## config.mk

```make
export PLATFORM = sky130hd
export DESIGN_NAME = fp_div_core_flat
export DESIGN_NICKNAME = d
export VERILOG_FILES = /design/src/rtl/fp_div_pkg.sv /design/src/rtl/fp_div_if.sv /design/src/rtl/fp_div_step.sv /design/src/rtl/fp_div_core.sv /design/src/flat_wrapper.sv
export SDC_FILE = /design/constraint.sdc
export NUM_CORES = 1
export LEC_CHECK = 0
export BUFFER_PORTS_ARGS = -buffer_cell sky130_fd_sc_hd__buf_2
export CAP_MARGIN = 40
export CORE_ASPECT_RATIO = 0.7
export CORE_UTILIZATION = 30
export CTS_BUF_LIST = sky130_fd_sc_hd__clkbuf_8
export DETAILED_ROUTE_END_ITERATION = 7
export SYNTH_ARGS = -nofsm -noshare
export SYNTH_HDL_FRONTEND = slang
export SYNTH_SLANG_ARGS = --single-unit
```

## constraint.sdc

```tcl
create_clock -name clk -period 2.34 [get_ports clk]
set_input_delay 0.351 -clock clk [delete_from_list [all_inputs] [get_ports clk]]
set_output_delay 0.351 -clock clk [all_outputs]
set_load 0.05 [all_outputs]
```

## src/rtl/fp_div_pkg.sv

```systemverilog
// fp_div_pkg: shared constants and types for the single-precision divider.
//   EXP_BIAS / MANT_W / Q_BITS : IEEE-754 single-precision field sizes and
//                                 the number of quotient bits produced
//   EXP_W                      : width of the signed working exponent
//   state_t                    : divider FSM state encoding
//   MAG_INF / MAG_ZERO         : magnitude fields for overflow/underflow
package fp_div_pkg;

    localparam int EXP_BIAS = 127;
    localparam int MANT_W   = 23;
    localparam int Q_BITS   = 26;
    localparam int EXP_W    = 10;

    typedef enum logic [1:0] {
        ST_IDLE = 2'd0,
        ST_ITER = 2'd1,
        ST_NORM = 2'd2,
        ST_DONE = 2'd3
    } state_t;

    localparam logic [30:0] MAG_INF  = {8'hFF, 23'd0};
    localparam logic [30:0] MAG_ZERO = 31'd0;

endpackage

```

## src/rtl/fp_div_if.sv

```systemverilog
// fp_div_if: request/result bundle of the divider.
//   start    : request a division (master -> slave)
//   data_iA  : dividend          (master -> slave)
//   data_iB  : divisor           (master -> slave)
//   busy     : divider not idle  (slave -> master)
//   done     : one-cycle result-valid pulse (slave -> master)
//   data_o   : raw quotient      (slave -> master)
interface fp_div_if #(
    parameter int BUS_WIDTH = 32
);
    logic                 start;
    logic [BUS_WIDTH-1:0] data_iA;
    logic [BUS_WIDTH-1:0] data_iB;
    logic                 busy;
    logic                 done;
    logic [BUS_WIDTH-1:0] data_o;

    modport master (
        output start, data_iA, data_iB,
        input  busy, done, data_o
    );

    modport slave (
        input  start, data_iA, data_iB,
        output busy, done, data_o
    );
endinterface

```

## src/rtl/fp_div_step.sv

```systemverilog
// fp_div_step: one combinational restoring-division step.
//   i_rem : partial remainder (always < 2 * i_div)
//   i_div : divisor mantissa with hidden bit
//   o_rem : next partial remainder, already shifted left by one
//   o_q   : quotient bit produced by this step
module fp_div_step
    import fp_div_pkg::*;
(
    input  logic [MANT_W+1:0] i_rem,
    input  logic [MANT_W:0]   i_div,
    output logic [MANT_W+1:0] o_rem,
    output logic              o_q
);
    // When the subtraction succeeds the difference is below i_div, so the
    // low MANT_W+1 bits hold it exactly.
    logic [MANT_W:0] w_diff;

    assign o_q    = (i_rem >= {1'b0, i_div});
    assign w_diff = i_rem[MANT_W:0] - i_div;
    assign o_rem  = o_q ? {w_diff, 1'b0} : {i_rem[MANT_W:0], 1'b0};
endmodule

```

## src/rtl/fp_div_core.sv

```systemverilog
// fp_div_core: IEEE-754 single-precision divider, restoring, one quotient
// bit per cycle. Result is the raw quotient; zero/inf/NaN operands are
// resolved by a downstream output stage.
//   clk, rst_n : clock, asynchronous active-low reset
//   bus        : fp_div_if slave (start, data_iA, data_iB, busy, done, data_o)
// Build option: define FP_DIV_ROUND_EN for round-to-nearest-even; the
// default build truncates. Latency is the same in both builds.
//
// state   | meaning
// --------+-------------------------------------------------------------
// IDLE    | waiting for start; operands captured on the accepting edge
// ITER    | 26 restoring steps, counter 0..25
// NORM    | cycle 0: normalise, pick rounding; cycle 1: round, clamp, write data_o
// DONE    | done pulse, return to IDLE
module fp_div_core
    import fp_div_pkg::*;
#(
    parameter int BUS_WIDTH = 32
) (
    input  logic    clk,
    input  logic    rst_n,
    fp_div_if.slave bus
);

`ifdef FP_DIV_ROUND_EN
    localparam bit ROUND_EN = 1'b1;
`else
    localparam bit ROUND_EN = 1'b0;
`endif

    state_t                  r_state;
    state_t                  w_state_nxt;
    logic [4:0]              r_cnt;
    logic                    r_sign;
    logic signed [EXP_W-1:0] r_exp;
    logic [MANT_W:0]         r_div;
    logic [MANT_W+1:0]       r_rem;
    logic [Q_BITS-1:0]       r_q;
    logic [MANT_W-1:0]       r_frac;
    logic                    r_inc;
    logic [BUS_WIDTH-1:0]    r_data_o;

    logic [MANT_W+1:0]       w_rem_nxt;
    logic                    w_qbit;
    logic signed [EXP_W-1:0] w_exp_in;
    logic [MANT_W-1:0]       w_frac_n;
    logic                    w_guard;
    logic                    w_sticky;
    logic                    w_inc;
    logic [MANT_W:0]         w_frac_r;
    logic signed [EXP_W-1:0] w_exp_r;
    logic [BUS_WIDTH-1:0]    w_result;

    fp_div_step u_step (
        .i_rem (r_rem),
        .i_div (r_div),
        .o_rem (w_rem_nxt),
        .o_q   (w_qbit)
    );

    // Modulo-1024 arithmetic gives the correct signed biased exponent.
    assign w_exp_in = signed'({2'b00, bus.data_iA[30:23]} - {2'b00, bus.data_iB[30:23]}
                              + EXP_W'(EXP_BIAS));

    always_comb begin
        w_state_nxt = r_state;
        case (r_state)
            ST_IDLE: if (bus.start) w_state_nxt = ST_ITER;
            ST_ITER: if (r_cnt == 5'(Q_BITS - 1)) w_state_nxt = ST_NORM;
            ST_NORM: if (r_cnt == 5'd1) w_state_nxt = ST_DONE;
            ST_DONE: w_state_nxt = ST_IDLE;
            default: w_state_nxt = ST_IDLE;
        endcase
    end

    // Quotient lies in (0.5, 2): q[25] is the integer bit.
    always_comb begin
        w_frac_n = r_q[Q_BITS-3:1];
        w_guard  = r_q[0];
        w_sticky = (r_rem != '0);
        if (r_q[Q_BITS-1]) begin
            w_frac_n = r_q[Q_BITS-2:2];
            w_guard  = r_q[1];
            w_sticky = r_q[0] | (r_rem != '0);
        end
        w_inc = ROUND_EN & w_guard & (w_sticky | w_frac_n[0]);
    end

    // A carry out of an all-ones fraction leaves the fraction zero, which is
    // exactly mantissa 1.0 at the next exponent.
    always_comb begin
        w_frac_r = {1'b0, r_frac} + {{MANT_W{1'b0}}, r_inc};
        w_exp_r  = w_frac_r[MANT_W] ? r_exp + 10'sd1 : r_exp;
        if (w_exp_r >= 10'sd255) begin
            w_result = {r_sign, MAG_INF};
        end else if (w_exp_r <= 10'sd0) begin
            w_result = {r_sign, MAG_ZERO};
        end else begin
            w_result = {r_sign, w_exp_r[7:0], w_frac_r[MANT_W-1:0]};
        end
    end

    always_ff @(posedge clk or negedge rst_n) begin
        if (!rst_n) begin
            r_state  <= ST_IDLE;
            r_cnt    <= '0;
            r_sign   <= 1'b0;
            r_exp    <= '0;
            r_div    <= '0;
            r_rem    <= '0;
            r_q      <= '0;
            r_frac   <= '0;
            r_inc    <= 1'b0;
            r_data_o <= '0;
        end else begin
            r_state <= w_state_nxt;
            case (r_state)
                ST_IDLE: begin
                    if (bus.start) begin
                        r_cnt  <= '0;
                        r_sign <= bus.data_iA[31] ^ bus.data_iB[31];
                        r_exp  <= w_exp_in;
                        r_div  <= {1'b1, bus.data_iB[MANT_W-1:0]};
                        r_rem  <= {2'b01, bus.data_iA[MANT_W-1:0]};
                        r_q    <= '0;
                        r_frac <= '0;
                        r_inc  <= 1'b0;
                    end
                end
                ST_ITER: begin
                    r_rem <= w_rem_nxt;
                    r_q   <= {r_q[Q_BITS-2:0], w_qbit};
                    r_cnt <= (r_cnt == 5'(Q_BITS - 1)) ? 5'd0 : r_cnt + 5'd1;
                end
                ST_NORM: begin
                    if (r_cnt == 5'd0) begin
                        r_frac <= w_frac_n;
                        r_inc  <= w_inc;
                        if (!r_q[Q_BITS-1]) r_exp <= r_exp - 10'sd1;
                        r_cnt  <= 5'd1;
                    end else begin
                        r_data_o <= w_result;
                        r_cnt    <= 5'd0;
                    end
                end
                default: ;
            endcase
        end
    end

    assign bus.busy   = (r_state != ST_IDLE);
    assign bus.done   = (r_state == ST_DONE);
    assign bus.data_o = r_data_o;

endmodule

```

## src/flat_wrapper.sv

```systemverilog
// flat-port wrapper written by rule: the top's interface ports become plain ports
module fp_div_core_flat import fp_div_pkg::*;
#(
    parameter int BUS_WIDTH = 32
)
  (clk, rst_n, bus_start, bus_data_iA, bus_data_iB, bus_busy, bus_done, bus_data_o);
  fp_div_if #(.BUS_WIDTH(BUS_WIDTH)) bus_i ();
  input  logic clk;
  input  logic rst_n;
  input wire logic [$bits(bus_i.start)-1:0] bus_start;
  input wire logic [$bits(bus_i.data_iA)-1:0] bus_data_iA;
  input wire logic [$bits(bus_i.data_iB)-1:0] bus_data_iB;
  output wire logic [$bits(bus_i.busy)-1:0] bus_busy;
  output wire logic [$bits(bus_i.done)-1:0] bus_done;
  output wire logic [$bits(bus_i.data_o)-1:0] bus_data_o;
  assign bus_i.start = bus_start;
  assign bus_i.data_iA = bus_data_iA;
  assign bus_i.data_iB = bus_data_iB;
  assign bus_busy = bus_i.busy;
  assign bus_done = bus_i.done;
  assign bus_data_o = bus_i.data_o;
  fp_div_core #(.BUS_WIDTH(BUS_WIDTH)) u_core (.clk(clk), .rst_n(rst_n), .bus(bus_i));
endmodule
```

==> results.txt, run 1 <==
STA classifies the critical path endpoint as a register. The number of hold-slack violations in the final timing report is 0. The flow ran to the end, but the final reports show violations. The worst hold path belongs to the class in -> reg. The remaining antenna violation count came out at 0. The net count of the finished layout is 1255. The clock root buffer is sky130_fd_sc_hd__clkbuf_8. The startpoint-to-endpoint class of the critical path is reg -> reg.

The remaining global-route overflow came out at 0. The post-synthesis cell count came out at 912. The worst hold slack came out at 105 ps.

The global routing usage summed across all routing layers is 0.170. The slack of the critical path is -272 ps. From synthesis to final layout, the design area changed by 34.7%. The number of max-slew violations in the final report is 0. The share of synthesized area in the top cell type comes to 0.429. Signal routing reaches up to met4. The detailed-routed wire length on met2 came out at 10.4 mm. The data required time at the worst endpoint came out at 2670 ps. Clock-pin slew was measured on the worst setup and hold paths at 110 ps.

The number of global-route vias before repair came out at 7369. The detailed-placement wirelength estimate is 17.8 mm. After detailed routing, the average wire length per cell comes to 16.4 µm.

The signal arrival time at the worst endpoint is 2940 ps. The fraction of registers with async set/reset came out at 1.00. The commonest cells after synthesis are sky130_fd_sc_hd__dfrtp_1, sky130_fd_sc_hd__nand2_1, sky130_fd_sc_hd__o21ai_0. The number of primary I/O pins is 101. The standard cell core area came out at 0.0281 mm². The first TritonRoute pass finished after 5 iterations. In the routed layout, each cell is associated on average with a via count of 4.97. The total wirelength of the detailed-routed design is 25.1 mm.

TritonCTS created 17 clock buffers. On the final layout, the worst clock skew is 20.9 ps. The checks that failed: setup timing. The peak ir drop on the vdd network came out at 620 µV. For this run, design rule violations remaining after detail routing come to 0. The largest total area in the synthesized netlist belongs to sky130_fd_sc_hd__dfrtp_1. The transition time of the tightest slew-check pin is 575 ps. Ranked by total cell area, the synthesized netlist is headed by sky130_fd_sc_hd__dfrtp_1, sky130_fd_sc_hd__ha_1, sky130_fd_sc_hd__mux2_2.

The largest net degree at the start of global routing came out at 57. The relative slew slack came out at 0.607. Max-cap violations in this run came to 0. The count of different cell masters after synthesis came out at 79. The source-to-sink clock delay at the later pin of the worst-skew pair came out at 470 ps. In this run the tool buffered the top-level ports with 100 buffer cells. The initial cell density of the core is 0.308. The met3 wire length is 1.11 mm. The number of enable flip-flop cells after synthesis is 0. The chip width is 205 µm.

The y dimension of the die is 144 µm. The total of endpoints with negative setup slack in the final report is 24. The routed layout has 7595 vias. Dividing the synthesized area by the synthesized cell count gives 9.47 µm². The kind of launch point of the worst setup path is a register. The tree built by TritonCTS fans out to 148 sinks. The shortest clock period the worst path allows after layout came out at 2610 ps. The die covers 0.0295 mm².

The maximum level of the CTS H-tree came out at 4. The portion of the clock cycle consumed by the worst path in the final layout is 1.12. In this run the worst path has a maximum fanout of 4. The number of core rows came out at 51. In the synthesized netlist the dominant register cell turns out to be sky130_fd_sc_hd__dfrtp_1. The Yosys warning count is 0.

The share of layout cells above drive strength 1 came out at 0.376. Setup repair after global routing could not meet its margin everywhere. The library cell with the highest instance count after synthesis is sky130_fd_sc_hd__dfrtp_1.

Power spread over the standard cell area amounts to 1570 mW/mm². The CTS tree is done. The number of antenna violations at the first check in global routing is 2. The first-pass GRT wire length is 39.4 mm. The register bit total from synthesis came out at 148. The longest clock path from root to sink contains 2 buffers. For this block, wires on met1 add up to 13.3 mm. The net count after synthesis came out at 1024. The fraction of the core area covered by cells at the end of the flow is 0.414. The register area share after synthesis came out at 0.429.

The global placement routability congestion is 0.881. In this run, the number of DRC markers left after iteration 0 of detailed routing was 465. The maximum achievable frequency is 383 MHz. The analysis attributes to cell leakage a power of 5.43 nW. The mapped netlist covers 0.00864 mm².
==> per-stage QoR <==
step | setup WS, ps | power (W) | instance area [µm²] | cells | TNS [ps]
2_1_floorplan | -186 | 0.00993 | 8720 | 912 | -276
3_3_place_gp | -280 | 0.0137 | 10600 | 1471 | -5700
3_5_place_dp | -346 | 0.0139 | 10600 | 1471 | -6690
4_1_cts | -235 | 0.0169 | 11300 | 1515 | -3890
5_1_grt | -394 | 0.0195 | 11600 | 1528 | -7100
6_report | -272 | 0.0183 | 11600 | 1529 | -4270
==> worst max-delay path, stage by stage (launching register included) <==
cell and delay (ps):
sky130_fd_sc_hd__dfrtp_1 400, sky130_fd_sc_hd__inv_2 80, sky130_fd_sc_hd__ha_4 140, sky130_fd_sc_hd__fa_2 210, sky130_fd_sc_hd__and2b_2 240, sky130_fd_sc_hd__o31ai_4 210
sky130_fd_sc_hd__a211oi_2 130, sky130_fd_sc_hd__a21boi_2 240, sky130_fd_sc_hd__o21ai_4 110, sky130_fd_sc_hd__buf_6 140, sky130_fd_sc_hd__a21oi_2 120, sky130_fd_sc_hd__nor2b_1 80
sky130_fd_sc_hd__o311ai_2 280, sky130_fd_sc_hd__nand3_1 120
==> registers in the layout (all words and copies together) (netlist names) <==
name               count
u_core.bus.data_o     32
u_core.r_q            26
u_core.r_rem          25
u_core.r_div          24
u_core.r_frac         23
u_core.r_exp          10
u_core.r_cnt           5
u_core.r_state         2
u_core.r_sign          1
==> timing repair <==
action	4_1_cts	5_1_grt
hold buffers	1	0
pin swaps	35	26
hold endpoints to repair	51	0
setup endpoints to repair	25	31
setup buffers	13	11
cloned	1	2
resized for setup	47	53
==> power by group <==
| group | leakage (nW) | switching (W) | internal (W) |
|---|---|---|---|
| clock network | 0.201 | 0.00115 | 0.000876 |
| logic | 3.30 | 0.00655 | 0.00593 |
| registers | 1.93 | 0.000551 | 0.00322 |
| total | 5.43 | 0.00825 | 0.0100 |
==> per-layer routing <==
layer,track usage,vias up
li1,-,3735
met2,0.238,168
met5,0,-
met3,0.0374,19
met1,0.260,3673
met4,0.0412,0
==> placed cells by master, fill, tap and decap left out, drive strengths merged, types with 5 or more instances in the layout <==
master and count:
buf 258, dfrtp 148, nand2 111, o21ai 83, inv 59, a21oi 57
a22o 49, nor2 48, mux2 47, ha 44, nand3 21, nor3b 19
clkbuf 19, nor3 19, xnor2 15, xor2 14, o31ai 9, o21a 8
nand2b 8, a21o 7, and2 7, or3 7, a211oi 7, nor2b 6
clkinv 6, o22ai 5, a221oi 5
==> path summary, 6_finish.rpt <==
kind | from | endpoint | slack [ps] | depth (start not counted)
max in group asynchronous | rst_n | u_core.r_exp[0] | 1250 | 3
worst min-delay path | bus_data_iB[20] | u_core.r_div[20] | 100 | 2
min in group asynchronous | rst_n | u_core.bus.data_o[11] | 400 | 2
worst max-delay path | u_core.r_rem[0] | u_core.r_rem[15] | -270 | 13
worst max register to register | u_core.r_rem[0] | u_core.r_rem[15] | -270 | 13
worst min register to register | u_core.bus.data_o[27] | u_core.bus.data_o[27] | 480 | 2
==> kinds of logic (layout without fill, tap and decap cells) <==
family	Yosys count	count (layout)	share of synthesized area
simple gates	273	273	0.153
compound gates	266	266	0.211
flops	148	148	0.429
buf+inv	100	344	0.0456
mux	50	50	0.0648
fa+ha+maj	46	46	0.0674
xor+xnor	29	29	0.0294
other cells	0	2	0
==> final cells by class <==
type | count | area, µm²
fill | 2787 | 16400
multi-input combinational | 664 | 4980
sequential | 148 | 3700
timing repair buffer | 261 | 1900
tap | 371 | 464
clock buffer | 17 | 234
inverter | 51 | 206
clock inverter | 15 | 145
antenna | 2 | 5.00
(Power assumes the default switching activity.)
==> inputs of run 2 (changes only) <==
--- a/config.mk
+++ b/config.mk
@@ -8,7 +8,8 @@
 export BUFFER_PORTS_ARGS = -buffer_cell sky130_fd_sc_hd__buf_2
 export CAP_MARGIN = 40
 export CORE_ASPECT_RATIO = 0.7
-export CORE_UTILIZATION = 30
+export CORE_MARGIN = 4
+export CORE_UTILIZATION = 40
 export CTS_BUF_LIST = sky130_fd_sc_hd__clkbuf_8
 export DETAILED_ROUTE_END_ITERATION = 7
 export SYNTH_ARGS = -nofsm -noshare
==> run 2 against run 1 <==
Compared with the run above: the run still ends with setup timing left; sequential share of layout area rose by 0.73 points; critical path depth fell by 1; setup slack got worse by 98 ps; sequential power barely moved; via count barely moved; cell count fell by 7.3%; combinational power barely moved; register-to-register slack got worse by 98 ps; die area fell by 18%; core utilization rose by 13 points.
==> results.txt, run 2 (synthesis gave the netlist of run 1 again) <==
The H-tree was split into 4 levels. Leaving out fill and tap cells, the most frequent cell in the layout is sky130_fd_sc_hd__dfrtp_1. The global routing usage summed across all routing layers is 0.200.

Setup repair after global routing could not meet its margin everywhere. The relative slew slack came out at 0.542. Entering global routing, the biggest net connects 72 pins. The leakage power came out at 5.36 nW. The via density per instance came out at 5.36.

The final net count is 1241. The chip width is 184 µm. For this run, the top clock speed supported by timing is 369 MHz.

The total overflow left after global routing is 0. The number of primary I/O pins is 101. Relative to the synthesized area, the layout overhead comes to 31.7%. The signal arrival time at the worst endpoint is 3060 ps. The tool flagged a number of max-cap violations equal to 0.

The detail-routed net length per standard cell came out at 16.6 µm. The top fanout value on the critical path is 7. The minimum setup slack after placement came out at -486 ps. The number of antenna diodes in the final layout is 0. The detail route stage leaves a number of antenna-violating nets equal to 0. The maximum buffer depth of the clock tree is 2. The number of clock sinks came out at 148. The post-route cell area came out at 0.0114 mm².

The violation count after the first detailed-route iteration is 578. The slack of the critical path came out at -370 ps. The number of max-slew violations in the final report is 0.

The number of hold-slack violations in the final timing report came out at 0. In this run the worst hold path is classified as in -> reg. The post-CTS clock slew at the launch and capture registers of the worst setup and hold paths is 110 ps.

Dividing total power by cell area gives a power density of 1580 mW/mm². The data required time at the worst endpoint came out at 2690 ps. The initial cell density of the core came out at 0.412. For this run, the number of standard cells in the final layout without fillers is 1418. The overall die area came out at 0.0240 mm².

The number of core rows came out at 44. TritonCTS built the clock tree. The first-pass iteration count of the detailed router is 5. The clock root buffer is sky130_fd_sc_hd__clkbuf_8. The delay contributed by the slowest stage of the critical path is 440 ps. The total of endpoints with negative setup slack in the final report came out at 25. At the end of routability-driven placement, the weighted congestion stood at 0.883. For the final database, setup skew stands at 21.7 ps. The number of flip-flops under the largest register name came out at 32. The portion of the clock cycle consumed by the worst path in the final layout is 1.16. The number of filler instances in the final layout is 1921. Walking the worst path, the cells encountered are ha_4 > nand2_4 > nor3b_4 > nand4_1 > nor4_2 > buf_4 > a21oi_4 > o211a_1 > buf_12 > mux2i_4 > a211o_1 > o221ai_2. The number of placed instances, taps included is 1364. The standard cell core area is 0.0210 mm².

Leaving out fill and tap cells, the most frequent cells in the layout are sky130_fd_sc_hd__dfrtp_1, sky130_fd_sc_hd__buf_4, sky130_fd_sc_hd__nand2_1. The source-to-sink clock delay at the later pin of the worst-skew pair came out at 470 ps. The port buffer count is 100.

Among all stages on the critical path, the largest delay is contributed by sky130_fd_sc_hd__dfrtp_1. The startpoint-to-endpoint class of the critical path is reg -> reg. The total wirelength of the detailed-routed design is 23.5 mm. The kind of launch point of the worst setup path is a register. In the final layout, the share of cells above drive strength 1 is 0.366. The shortest clock period the worst path allows after layout is 2710 ps. For this block, the via count after detailed routing is 7594. The post-route DRC violation count came out at 0.

The y dimension of the die came out at 131 µm. The worst setup path is captured at a register. The number of antenna violations at the first check in global routing is 0. The placed instances occupy a cell area of 0.0104 mm². The run finished, with violations left.

VDD sags by at most 618 µV. The checks that failed: setup timing. Buffers inserted during clock tree synthesis total 17.

The first global-routing pass estimated 38.5 mm of wire. For the pin with the worst max-slew slack, the measured transition is 685 ps. The number of global-route vias before repair came to 7311. The detailed-placement wirelength estimate came out at 16.4 mm.
-- run 2: cell count changes in the layout (fill, tap and decap cells not counted), moves of 3 or more --
cell	previous run	this run
sky130_fd_sc_hd__nand2_2	5	8
sky130_fd_sc_hd__buf_4	139	126
sky130_fd_sc_hd__clkinv_2	4	1
sky130_fd_sc_hd__nand2_1	106	102
-- run 2: area by class of cell --
type	instances	area (µm²)	area share
Clock inverter	15	164	0.0144
Timing Repair Buffer	247	1780	0.156
Multi-Input combinational cell	664	4950	0.435
Sequential cell	148	3700	0.326
Clock buffer	17	234	0.0206
Inverter	51	196	0.0173
Tap cell	276	345	0.0304
-- run 2: power by group --
group | switching [W] | internal [W]
logic | 0.00648 | 0.00568
registers | 0.000547 | 0.00322
clock network | 0.00116 | 0.000889
total | 0.00818 | 0.00978
-- run 2: metal layers --
layer,share of wire,global-route usage,wire length (µm)
met1,0.52,0.319,12300
met5,0,0,0
met4,0.0080,0.0398,189
met3,0.059,0.0437,1390
met2,0.41,0.275,9600
-- run 2: worst paths after layout --
kind / startpoint / to / slack (ps) / cells after the start
min in group asynchronous: rst_n / u_core.bus.data_o[17] / 340 / 2
max reg2reg: u_core.r_rem[21] / u_core.r_rem[14] / -370 / 12
min: bus_data_iB[8] / u_core.r_div[8] / 100 / 2
max: u_core.r_rem[21] / u_core.r_rem[14] / -370 / 12
min reg2reg: u_core.bus.data_o[24] / u_core.bus.data_o[24] / 480 / 2
max in group asynchronous: rst_n / u_core.r_exp[2] / 1310 / 3
-- run 2: worst max-delay path: cells and delay by family (launching register included) --
| kind | cells | cell delay [ps] |
|---|---|---|
| compound gates | 4 | 600 |
| fa+ha+maj | 1 | 310 |
| buf+inv | 2 | 330 |
| flops | 1 | 440 |
| mux | 1 | 190 |
| simple gates | 4 | 720 |
-- run 2: per-stage QoR --
| stage | utilization | TNS, ps | power [W] | hold WS (ps) |
|---|---|---|---|---|
| final | 0.542 | -6680 | 0.0180 | 103 |
| after detailed placement | 0.494 | -7040 | 0.0136 | 259 |
| after floorplan | - | -276 | 0.00993 | 55.4 |
| after global routing | 0.542 | -9740 | 0.0193 | 74.5 |
| after global placement | 0.494 | -5100 | 0.0135 | 253 |
| after CTS | 0.536 | -5370 | 0.0174 | 69.5 |
-- run 2: what timing repair did --
item	CTS	global route
endpoints found under the setup margin	25	27
buffers inserted	18	2
cloned	2	0
hold buffers	1	0
resized for setup	68	29
pin swaps	47	20
hold endpoints to repair	29	0
